--- src/rtl/vdp_cpu_vram_port_if.sv ---
// Bundle of the CPU port bus, VRAM arbiter toggle handshake and register-write strobes.
// Latency: n/a (wiring only).
// Backpressure: carried by the REQ/ACK toggle pairs; a request is pending while REQ != ACK.
//
// Ports (slave view = vdp_cpu_vram_port):
//   in : cpu_req, cpu_wr, cpu_port, cpu_din, addr_high, DOTSTATE, PRAMDBI,
//        VDPVRAMWRACK, VDPVRAMRDACK, VDPVRAMADDRSETACK, VDPVRAMREADINGR
//   out: cpu_dout, VDPVRAMWRREQ, VDPVRAMRDREQ, VDPVRAMADDRSETREQ, VDPVRAMACCESSDATA,
//        VDPVRAMACCESSADDRTMP, VDPVRAMREADINGA, reg_wr, reg_num, reg_data, wr_overrun
interface vdp_cpu_vram_port_if #(
   parameter int ADDR_W = 20
);
   logic              cpu_req;
   logic              cpu_wr;
   logic [1:0]        cpu_port;
   logic [7:0]        cpu_din;
   logic [7:0]        cpu_dout;
   logic [5:0]        addr_high;
   logic [1:0]        DOTSTATE;
   logic [7:0]        PRAMDBI;
   logic              VDPVRAMWRACK;
   logic              VDPVRAMRDACK;
   logic              VDPVRAMADDRSETACK;
   logic              VDPVRAMREADINGR;
   logic              VDPVRAMWRREQ;
   logic              VDPVRAMRDREQ;
   logic              VDPVRAMADDRSETREQ;
   logic [7:0]        VDPVRAMACCESSDATA;
   logic [ADDR_W-1:0] VDPVRAMACCESSADDRTMP;
   logic              VDPVRAMREADINGA;
   logic              reg_wr;
   logic [5:0]        reg_num;
   logic [7:0]        reg_data;
   logic              wr_overrun;

   modport master (
      output cpu_req, cpu_wr, cpu_port, cpu_din, addr_high, DOTSTATE, PRAMDBI,
             VDPVRAMWRACK, VDPVRAMRDACK, VDPVRAMADDRSETACK, VDPVRAMREADINGR,
      input  cpu_dout, VDPVRAMWRREQ, VDPVRAMRDREQ, VDPVRAMADDRSETREQ, VDPVRAMACCESSDATA,
             VDPVRAMACCESSADDRTMP, VDPVRAMREADINGA, reg_wr, reg_num, reg_data, wr_overrun
   );

   modport slave (
      input  cpu_req, cpu_wr, cpu_port, cpu_din, addr_high, DOTSTATE, PRAMDBI,
             VDPVRAMWRACK, VDPVRAMRDACK, VDPVRAMADDRSETACK, VDPVRAMREADINGR,
      output cpu_dout, VDPVRAMWRREQ, VDPVRAMRDREQ, VDPVRAMADDRSETREQ, VDPVRAMACCESSDATA,
             VDPVRAMACCESSADDRTMP, VDPVRAMREADINGA, reg_wr, reg_num, reg_data, wr_overrun
   );
endinterface

--- src/rtl/vdp_cpu_vram_port.sv ---
// CPU-side VRAM front end: decodes data/control port bytes into VRAM toggle requests and register writes.
// Latency: requests, staged data/address and reg_wr appear 1 cycle after the access; cpu_dout is combinational.
// Backpressure: toggle handshake; a new request of a type is only issued when its REQ == ACK.
//
// Ports: CLK21M (clock), RESET (async, active-high), bus (vdp_cpu_vram_port_if.slave,
// CPU port bus + arbiter handshake + register-write strobes).
module vdp_cpu_vram_port #(
   parameter int ADDR_W = 20
) (
   input  logic                   CLK21M,
   input  logic                   RESET,
   vdp_cpu_vram_port_if.slave     bus
);

   logic              first_q,    first_d;
   logic [7:0]        low_q,      low_d;
   logic              wrreq_q,    wrreq_d;
   logic              rdreq_q,    rdreq_d;
   logic              asreq_q,    asreq_d;
   logic [7:0]        data_q,     data_d;
   logic [ADDR_W-1:0] addrtmp_q,  addrtmp_d;
   logic              readinga_q, readinga_d;
   logic [7:0]        rdbuf_q,    rdbuf_d;
   logic              reg_wr_q,   reg_wr_d;
   logic [5:0]        reg_num_q,  reg_num_d;
   logic [7:0]        reg_data_q, reg_data_d;
   logic              overrun_q,  overrun_d;

   // Pending checks use the registered REQ against the ack as sampled this edge.
   logic wr_idle, rd_idle, as_idle;
   assign wr_idle = (wrreq_q == bus.VDPVRAMWRACK);
   assign rd_idle = (rdreq_q == bus.VDPVRAMRDACK);
   assign as_idle = (asreq_q == bus.VDPVRAMADDRSETACK);

   always_comb begin
      first_d    = first_q;
      low_d      = low_q;
      wrreq_d    = wrreq_q;
      rdreq_d    = rdreq_q;
      asreq_d    = asreq_q;
      data_d     = data_q;
      addrtmp_d  = addrtmp_q;
      readinga_d = readinga_q;
      rdbuf_d    = rdbuf_q;
      reg_wr_d   = 1'b0;
      reg_num_d  = reg_num_q;
      reg_data_d = reg_data_q;
      overrun_d  = 1'b0;

      // Read-ahead capture runs regardless of CPU activity.
      if (bus.DOTSTATE == 2'b01 && bus.VDPVRAMREADINGR != readinga_q) begin
         rdbuf_d    = bus.PRAMDBI;
         readinga_d = bus.VDPVRAMREADINGR;
      end

      if (bus.cpu_req) begin
         if (bus.cpu_port == 2'd0) begin
            first_d = 1'b0;
            if (bus.cpu_wr) begin
               // A write arriving while one is pending replaces its byte in place.
               data_d = bus.cpu_din;
               if (wr_idle) wrreq_d = ~wrreq_q;
               else         overrun_d = 1'b1;
            end else if (rd_idle) begin
               rdreq_d = ~rdreq_q;
            end
         end else if (bus.cpu_port == 2'd1) begin
            if (!bus.cpu_wr) begin
               // Status read resynchronises the two-byte sequence.
               first_d = 1'b0;
            end else if (!first_q) begin
               low_d   = bus.cpu_din;
               first_d = 1'b1;
            end else begin
               first_d = 1'b0;
               if (bus.cpu_din[7]) begin
                  reg_wr_d   = 1'b1;
                  reg_num_d  = bus.cpu_din[5:0];
                  reg_data_d = low_q;
               end else begin
                  addrtmp_d = ADDR_W'({bus.addr_high, bus.cpu_din[5:0], low_q});
                  if (as_idle) asreq_d = ~asreq_q;
                  // Bit 6 clear means read setup: prefetch from the new address.
                  if (!bus.cpu_din[6] && rd_idle) rdreq_d = ~rdreq_q;
               end
            end
         end
      end
   end

   always_ff @(posedge CLK21M or posedge RESET) begin
      if (RESET) begin
         first_q    <= 1'b0;
         low_q      <= '0;
         wrreq_q    <= 1'b0;
         rdreq_q    <= 1'b0;
         asreq_q    <= 1'b0;
         data_q     <= '0;
         addrtmp_q  <= '0;
         readinga_q <= 1'b0;
         rdbuf_q    <= '0;
         reg_wr_q   <= 1'b0;
         reg_num_q  <= '0;
         reg_data_q <= '0;
         overrun_q  <= 1'b0;
      end else begin
         first_q    <= first_d;
         low_q      <= low_d;
         wrreq_q    <= wrreq_d;
         rdreq_q    <= rdreq_d;
         asreq_q    <= asreq_d;
         data_q     <= data_d;
         addrtmp_q  <= addrtmp_d;
         readinga_q <= readinga_d;
         rdbuf_q    <= rdbuf_d;
         reg_wr_q   <= reg_wr_d;
         reg_num_q  <= reg_num_d;
         reg_data_q <= reg_data_d;
         overrun_q  <= overrun_d;
      end
   end

   assign bus.cpu_dout             = rdbuf_q;
   assign bus.VDPVRAMWRREQ         = wrreq_q;
   assign bus.VDPVRAMRDREQ         = rdreq_q;
   assign bus.VDPVRAMADDRSETREQ    = asreq_q;
   assign bus.VDPVRAMACCESSDATA    = data_q;
   assign bus.VDPVRAMACCESSADDRTMP = addrtmp_q;
   assign bus.VDPVRAMREADINGA      = readinga_q;
   assign bus.reg_wr               = reg_wr_q;
   assign bus.reg_num              = reg_num_q;
   assign bus.reg_data             = reg_data_q;
   assign bus.wr_overrun           = overrun_q;

endmodule

--- src/flat_wrapper.sv ---
// flat-port wrapper written by rule: the top's interface ports become plain ports
module vdp_cpu_vram_port_flat 
#(
   parameter int ADDR_W = 20
)
  (CLK21M, RESET, bus_cpu_req, bus_cpu_wr, bus_cpu_port, bus_cpu_din, bus_addr_high, bus_DOTSTATE, bus_PRAMDBI, bus_VDPVRAMWRACK, bus_VDPVRAMRDACK, bus_VDPVRAMADDRSETACK, bus_VDPVRAMREADINGR, bus_cpu_dout, bus_VDPVRAMWRREQ, bus_VDPVRAMRDREQ, bus_VDPVRAMADDRSETREQ, bus_VDPVRAMACCESSDATA, bus_VDPVRAMACCESSADDRTMP, bus_VDPVRAMREADINGA, bus_reg_wr, bus_reg_num, bus_reg_data, bus_wr_overrun);
  vdp_cpu_vram_port_if #(.ADDR_W(ADDR_W)) bus_i ();
  input  logic CLK21M;
  input  logic RESET;
  input wire logic [$bits(bus_i.cpu_req)-1:0] bus_cpu_req;
  input wire logic [$bits(bus_i.cpu_wr)-1:0] bus_cpu_wr;
  input wire logic [$bits(bus_i.cpu_port)-1:0] bus_cpu_port;
  input wire logic [$bits(bus_i.cpu_din)-1:0] bus_cpu_din;
  input wire logic [$bits(bus_i.addr_high)-1:0] bus_addr_high;
  input wire logic [$bits(bus_i.DOTSTATE)-1:0] bus_DOTSTATE;
  input wire logic [$bits(bus_i.PRAMDBI)-1:0] bus_PRAMDBI;
  input wire logic [$bits(bus_i.VDPVRAMWRACK)-1:0] bus_VDPVRAMWRACK;
  input wire logic [$bits(bus_i.VDPVRAMRDACK)-1:0] bus_VDPVRAMRDACK;
  input wire logic [$bits(bus_i.VDPVRAMADDRSETACK)-1:0] bus_VDPVRAMADDRSETACK;
  input wire logic [$bits(bus_i.VDPVRAMREADINGR)-1:0] bus_VDPVRAMREADINGR;
  output wire logic [$bits(bus_i.cpu_dout)-1:0] bus_cpu_dout;
  output wire logic [$bits(bus_i.VDPVRAMWRREQ)-1:0] bus_VDPVRAMWRREQ;
  output wire logic [$bits(bus_i.VDPVRAMRDREQ)-1:0] bus_VDPVRAMRDREQ;
  output wire logic [$bits(bus_i.VDPVRAMADDRSETREQ)-1:0] bus_VDPVRAMADDRSETREQ;
  output wire logic [$bits(bus_i.VDPVRAMACCESSDATA)-1:0] bus_VDPVRAMACCESSDATA;
  output wire logic [$bits(bus_i.VDPVRAMACCESSADDRTMP)-1:0] bus_VDPVRAMACCESSADDRTMP;
  output wire logic [$bits(bus_i.VDPVRAMREADINGA)-1:0] bus_VDPVRAMREADINGA;
  output wire logic [$bits(bus_i.reg_wr)-1:0] bus_reg_wr;
  output wire logic [$bits(bus_i.reg_num)-1:0] bus_reg_num;
  output wire logic [$bits(bus_i.reg_data)-1:0] bus_reg_data;
  output wire logic [$bits(bus_i.wr_overrun)-1:0] bus_wr_overrun;
  assign bus_i.cpu_req = bus_cpu_req;
  assign bus_i.cpu_wr = bus_cpu_wr;
  assign bus_i.cpu_port = bus_cpu_port;
  assign bus_i.cpu_din = bus_cpu_din;
  assign bus_i.addr_high = bus_addr_high;
  assign bus_i.DOTSTATE = bus_DOTSTATE;
  assign bus_i.PRAMDBI = bus_PRAMDBI;
  assign bus_i.VDPVRAMWRACK = bus_VDPVRAMWRACK;
  assign bus_i.VDPVRAMRDACK = bus_VDPVRAMRDACK;
  assign bus_i.VDPVRAMADDRSETACK = bus_VDPVRAMADDRSETACK;
  assign bus_i.VDPVRAMREADINGR = bus_VDPVRAMREADINGR;
  assign bus_cpu_dout = bus_i.cpu_dout;
  assign bus_VDPVRAMWRREQ = bus_i.VDPVRAMWRREQ;
  assign bus_VDPVRAMRDREQ = bus_i.VDPVRAMRDREQ;
  assign bus_VDPVRAMADDRSETREQ = bus_i.VDPVRAMADDRSETREQ;
  assign bus_VDPVRAMACCESSDATA = bus_i.VDPVRAMACCESSDATA;
  assign bus_VDPVRAMACCESSADDRTMP = bus_i.VDPVRAMACCESSADDRTMP;
  assign bus_VDPVRAMREADINGA = bus_i.VDPVRAMREADINGA;
  assign bus_reg_wr = bus_i.reg_wr;
  assign bus_reg_num = bus_i.reg_num;
  assign bus_reg_data = bus_i.reg_data;
  assign bus_wr_overrun = bus_i.wr_overrun;
  vdp_cpu_vram_port #(.ADDR_W(ADDR_W)) u_core (.CLK21M(CLK21M), .RESET(RESET), .bus(bus_i));
endmodule
--- config.mk ---
export PLATFORM = sky130hd
export DESIGN_NAME = vdp_cpu_vram_port_flat
export DESIGN_NICKNAME = d
export VERILOG_FILES = /design/src/rtl/vdp_cpu_vram_port_if.sv /design/src/rtl/vdp_cpu_vram_port.sv /design/src/flat_wrapper.sv
export SDC_FILE = /design/constraint.sdc
export NUM_CORES = 1
export LEC_CHECK = 0
export BUFFER_PORTS_ARGS = -buffer_cell sky130_fd_sc_hd__buf_2
export CORE_MARGIN = 5
export CORE_UTILIZATION = 49
export DETAILED_ROUTE_END_ITERATION = 10
export HOLD_SLACK_MARGIN = 0.02
export PLACE_DENSITY = 0.84
export SETUP_SLACK_MARGIN = 0.15
export SLEW_MARGIN = 20
export SYNTH_ARGS = -nofsm -noshare
export SYNTH_HDL_FRONTEND = slang
export SYNTH_SLANG_ARGS = --single-unit
--- constraint.sdc ---
create_clock -name CLK21M -period 2.2 [get_ports CLK21M]
set_input_delay 0.11 -clock CLK21M [delete_from_list [all_inputs] [get_ports CLK21M]]
set_output_delay 0.11 -clock CLK21M [all_outputs]
set_load 0.1 [all_outputs]
==> results of run 1 <==
## state kept, by name, summed over array words and instances (netlist names), 6 cells and up
| register | flops |
|---|---|
| u_core.bus.VDPVRAMACCESSDATA | 8 |
| u_core.bus.reg_data | 8 |
| u_core.low_q | 8 |
| u_core.bus.cpu_dout | 8 |
| u_core.bus.reg_num | 6 |
| u_core.bus.VDPVRAMACCESSADDRTMP | 20 |
## worst max-delay path: stages (launching register included)
cell and delay (ns):
dfrtp_1 0.41, and2_2 0.20, nor3b_4 0.17, buf_4 0.32
mux2_2 0.38
## through the flow
step,std cells,worst slack (ns),utilization (%),cell area (um^2)
finish,344,0.602,67.2,3410
global route,344,0.531,67.2,3410
CTS,344,0.601,67.2,3410
detailed placement,311,0.617,60.4,3070
global placement,311,0.668,60.4,3070
floorplan,153,0.331,-,2530
## cells in the final DEF (no fill, tap or decap)
cell type / n
clkinv_2: 3
dlygate4sd3_1: 17
and2_1: 1
nor2b_1: 1
nor3_4: 1
nor2_1: 1
nor4_1: 1
nand3b_2: 1
buf_2: 89
nand3_2: 1
mux2i_1: 3
and3b_1: 1
xnor2_1: 1
nor3b_4: 2
xor2_1: 1
mux2_2: 59
nor4b_1: 1
buf_4: 1
dfrtp_1: 65
clkbuf_1: 2
a31o_2: 1
clkbuf_8: 11
inv_1: 4
a21o_1: 1
nand2b_1: 1
buf_12: 1
and2_2: 1
inv_2: 2
## cells by family (layout without fill, tap and decap cells)
family,Yosys count,in the layout
DFF,65,65
muxes,62,62
and+or+nand+nor,13,13
buffers and inverters,9,130
AOI/OAI and AO/OA,2,2
xor gates and xnor gates,2,2
## metal layers
layer  global-route usage, %  wire length (um)  vias up
li1                        -                 -      770
met1                    21.3              2180      829
met5                       0                 0        -
met4                    8.14               132        0
met3                    4.39               219       12
met2                    30.5              2920       44
## worst paths after layout
path	from	to	cells after the start
worst max register to register	u_core.first_q	u_core.bus.VDPVRAMACCESSADDRTMP[10]	4
worst min register to register	u_core.bus.reg_data[7]	u_core.bus.reg_data[7]	1
min in group asynchronous	RESET	u_core.bus.VDPVRAMACCESSADDRTMP[5]	4
worst min-delay path	bus_PRAMDBI[7]	u_core.bus.cpu_dout[7]	2
worst max-delay path	u_core.first_q	u_core.bus.VDPVRAMACCESSADDRTMP[10]	4
max in group asynchronous	RESET	u_core.bus.cpu_dout[0]	4
## final cells by class
cell class / instances / area, um^2
multi-input combinational: 79 / 857
timing repair buffer: 108 / 643
clock inverter: 3 / 15.0
inverter: 6 / 22.5
sequential: 65 / 1630
fill: 387 / 1660
tap: 70 / 87.6
clock buffer: 13 / 159
## report_power, final
group	total, W	internal [W]	switching (W)
Combinational	0.00190	0.000339	0.00156
Clock	0.000879	0.000466	0.000413
Sequential	0.00154	0.00142	0.000120
==> run metrics, run 1 <==
status completed; # hold bufs at CTS 17; initial antenna violation count 0; CP Class reg -> reg; EDFF count, synth 0; CTS max path bufs 2; GP Congestion 0.794; postcts setup bufs 0; fraction of registers with async set/reset 100%; Mapped Nets 187; Post-Syn Area per Cell approximately 17 um^2; XOR/XNOR Fraction of Synth Area less than 1%; Die ar. 0.00670 mm^2; via count between 1,500 and 2,000; CTS tree done; die extent in y 81.9 um; Synth Area in Compound Gates 0.643%; Vias/cell 4.81; Post-Route WL 5.45 mm; ANT cells 0; clk slew on worst S/H paths 0.07 ns; total power 0.00432 W; row cnt 26; DRC Markers 0; Fmax achieved around 0.63 GHz; Port Buffer Count 89; Tcrit/Tclk final 72.6%; Least-Margin Pin Slew 0.568 ns; area grow syn2layout 34.8%; simple-gate share of the synthesized area just over 5%; reg2reg setup slack around 0.60 ns; top cell type's share of synthesized area 64.3%; most common cell in the netlist dfrtp_1; vias in the first global route 1,801; Crit path required time 2.41 ns; crit path time final approximately 1.6 ns; endpoint class of the critical path register; Pleak 1.79 nW; main combinational cell family by area after synthesis multiplexers; Post-synth top cells 65 x dfrtp_1, 59 x mux2_2, 5 x inv_1, 3 x mux2i_1, 2 x nor3b_4; routed len/inst 15.8 um; area leader, netlist dfrtp_1; Slew Viols, Final 0; final hold vios 0; # setup viols final 0; die span in x 81.9 um; starting density of the core 49.9%; Final HPWL DP 3.72 mm; post-synthesis mux area share a little over a quarter; router iterations before antenna repair 4; adder-cell share of the synthesized area 0%; synth warn 0; H-tree levels 3; RSZ-0062 raised after global routing false; crit path DAT 1.81 ns; Synth area leaders dfrtp_1 64%, mux2_2 26%, nor3b_4 1.5%; GRT Util Overall 17.9%; Synth Cell Area 0.00253 mm^2; MaxCap Viol Count 0; share of cells above drive strength 1 63.1%; Root Buffer clkbuf_8; crit path launch type register; first-pass GRT wire length 8.81 mm; maximum VDD drop 0.666 mV; PwrDens roughly 1300 mW/mm^2; 1st-iter DRT viols 44; Slew headroom 62.0%; Core Area 0.00507 mm^2; Mapped Cells 153; most used flip-flop cell after synthesis dfrtp_1; Sum Neg Setup Slack 0 ns; Overflow after GRT 0; Clock Sinks 65; synthesized flop and latch total 65; largest net degree at the start of global routing 66; final net count 303; clk_lat worst skew 0.32 ns; Fin Hold WS 0.0296 ns; post-CTS sizing 0; Ports 90; Inserted Clock Buffers 9; Hold Path Class in -> reg; Crit Path Max Fanout 21; clk_skew ~0.0059 ns; antenna-violating nets left 0; share of the yosys chip area belonging to registers 64.3%; Synth cell types 24
(Power assumes the default switching activity.)
==> run 2, diff against run 1 <==
==> constraint.sdc (replaced) <==
create_clock -name CLK21M -period 1.7 [get_ports CLK21M]
set_input_delay 0.085 -clock CLK21M [delete_from_list [all_inputs] [get_ports CLK21M]]
set_output_delay 0.085 -clock CLK21M [all_outputs]
set_load 0.1 [all_outputs]
==> run metrics, run 2 (synthesis gave the netlist of run 1 again) <==
PwrDens around 1600 mW/mm^2; Die ar. approximately 0.0067 mm^2; maximum VDD drop 0.833 mV; Ports 90; postcts setup bufs 0; sw power 0.00274 W; 1st-iter DRT viols 36; routed len/inst between 15 and 20 um; starting density of the core ~50%; # setup viols final 0; Flop pwr share 34.6%; Pleak 1.84 nW; row cnt 26; CTS tree done; CP Class reg -> reg; Critical-path top delay cell dfrtp_1; Vias/cell 4.89; commonest non-fill, non-tap cell in the layout buf_2; GRT Util Overall approximately 18%; Crit Path Max Fanout 12; area post-placement 0.00310 mm^2; placed instance count roughly 320; Clock Sinks 65; P_int 0.00303 W; CP Cell Sequence and2_2 > nor3b_4 > buf_6 > mux2_2; Fmax achieved 0.653 GHz; initial antenna violation count 0; Tcrit/Tclk final around 90%; Hold Path Class in -> reg; Post-Route WL around 5.8 mm; clk_skew between 0.004 and 0.005 ns; Least-Margin Pin Slew between 0.5 and 0.6 ns; CTS max path bufs 2; final net count 312; share of cells above drive strength 1 63.1%; clock power share 22.4%; largest net degree at the start of global routing 66; Slew headroom 66.2%; area grow syn2layout 39.5%; fin area 0.00353 mm^2; Fin Hold WS around 0.034 ns; H-tree levels 3; die span in x roughly 82 um; Crit path required time about 1.9 ns; MaxCap Viol Count 0; utilization after layout 69.6%; first-pass GRT wire length 8.91 mm; RSZ-0062 raised after global routing true; GP Congestion ~0.76; crit path time final about 1.5 ns; crit path launch type register; die extent in y a little over 80 um; antenna-violating nets left 0; Inserted Clock Buffers 9; Root Buffer clkbuf_8; Port Buffer Count 89; combinational share of power 43.0%; ANT cells 0; final non-filler cell total 352; clk_lat worst skew 0.33 ns; endpoint class of the critical path register; crit path DAT 1.75 ns; router iterations before antenna repair 4; Final HPWL DP 4.01 mm; clk slew on worst S/H paths 0.07 ns; via count 1,720; Core Area 0.00507 mm^2; vias in the first global route 1,795; DRC Markers 0; commonest non-fill, non-tap cells in the layout 89 x buf_2, 64 x dfrtp_1, 59 x mux2_2, 22 x dlygate4sd3_1, 11 x clkbuf_8; Slew Viols, Final 0; Largest register FFs 20; status completed; Crit path largest cell delay approximately 0.42 ns; Sum Neg Setup Slack 0 ns; final hold vios 0; sw frac 47.5%; Overflow after GRT 0; Filler cells 361
[run 2: cell count changes in the layout (fill, tap and decap cells not counted), moves of 2 or more]
cell / delta
inv_2: -2
dlygate4sd3_1: +5
buf_4: +2
buf_6: +2
[run 2: cell type report]
class                      instances  area (um^2)  area share, %
tap                               70         87.6           2.48
clock inverter                     3         40.0           1.13
timing repair buffer             117          731           20.7
sequential                        65         1630           46.2
inverter                           6         28.8          0.815
multi-input combinational         79          857           24.3
clock buffer                      12          155           4.40
[run 2: stage by stage]
stage / power (W) / setup slack, ns
after floorplan: 0.00405 / 0.164
after global placement: 0.00443 / 0.243
after detailed placement: 0.00447 / 0.164
after CTS: 0.00579 / 0.152
after global routing: 0.00595 / 0.128
final: 0.00577 / 0.168
[run 2: worst max-delay path: cells and delay by family, from the launching register on]
kind | cells | cell delay (ns)
buffers and inverters | 1 | 0.20
multiplexers | 1 | 0.36
AND/OR/NAND/NOR | 2 | 0.44
flip-flops | 1 | 0.42
[run 2: worst paths after layout]
kind	from	to	slack, ns	cells past startpoint
worst max-delay path	u_core.first_q	u_core.bus.VDPVRAMACCESSADDRTMP[16]	0.17	4
worst min-delay path	bus_cpu_din[2]	u_core.bus.reg_num[2]	0.03	2
worst max register to register	u_core.first_q	u_core.bus.VDPVRAMACCESSADDRTMP[16]	0.17	4
worst min register to register	u_core.bus.VDPVRAMACCESSADDRTMP[9]	u_core.bus.VDPVRAMACCESSADDRTMP[9]	0.50	1
max in group asynchronous	RESET	u_core.bus.VDPVRAMACCESSDATA[3]	1.02	4
min in group asynchronous	RESET	u_core.bus.VDPVRAMREADINGA	0.39	4
[run 2: power by group through the flow]
stage	Clock, W	Sequential [W]	Combinational, W
after detailed placement	0	0.00202	0.00245
after floorplan	0	0.00373	0.000320
final	0.00129	0.00199	0.00248
after global placement	0	0.00201	0.00242
after CTS	0.00131	0.00199	0.00249
after global routing	0.00138	0.00203	0.00255
[run 2: repair_timing]
action | in CTS | in global routing
endpoints found under the setup margin | 0 | 20
endpoints found under the hold margin | 90 | 0
gates resized for setup | 0 | 3
hold buffers | 22 | 0
[run 2: routing by layer]
layer  track usage, %  up-vias  wire length, um
met5                0        -                0
li1                 -      788                -
met2             31.7       43             3110
met1             21.0      876             2280
met3             3.95       13              219
met4             10.8        0              169
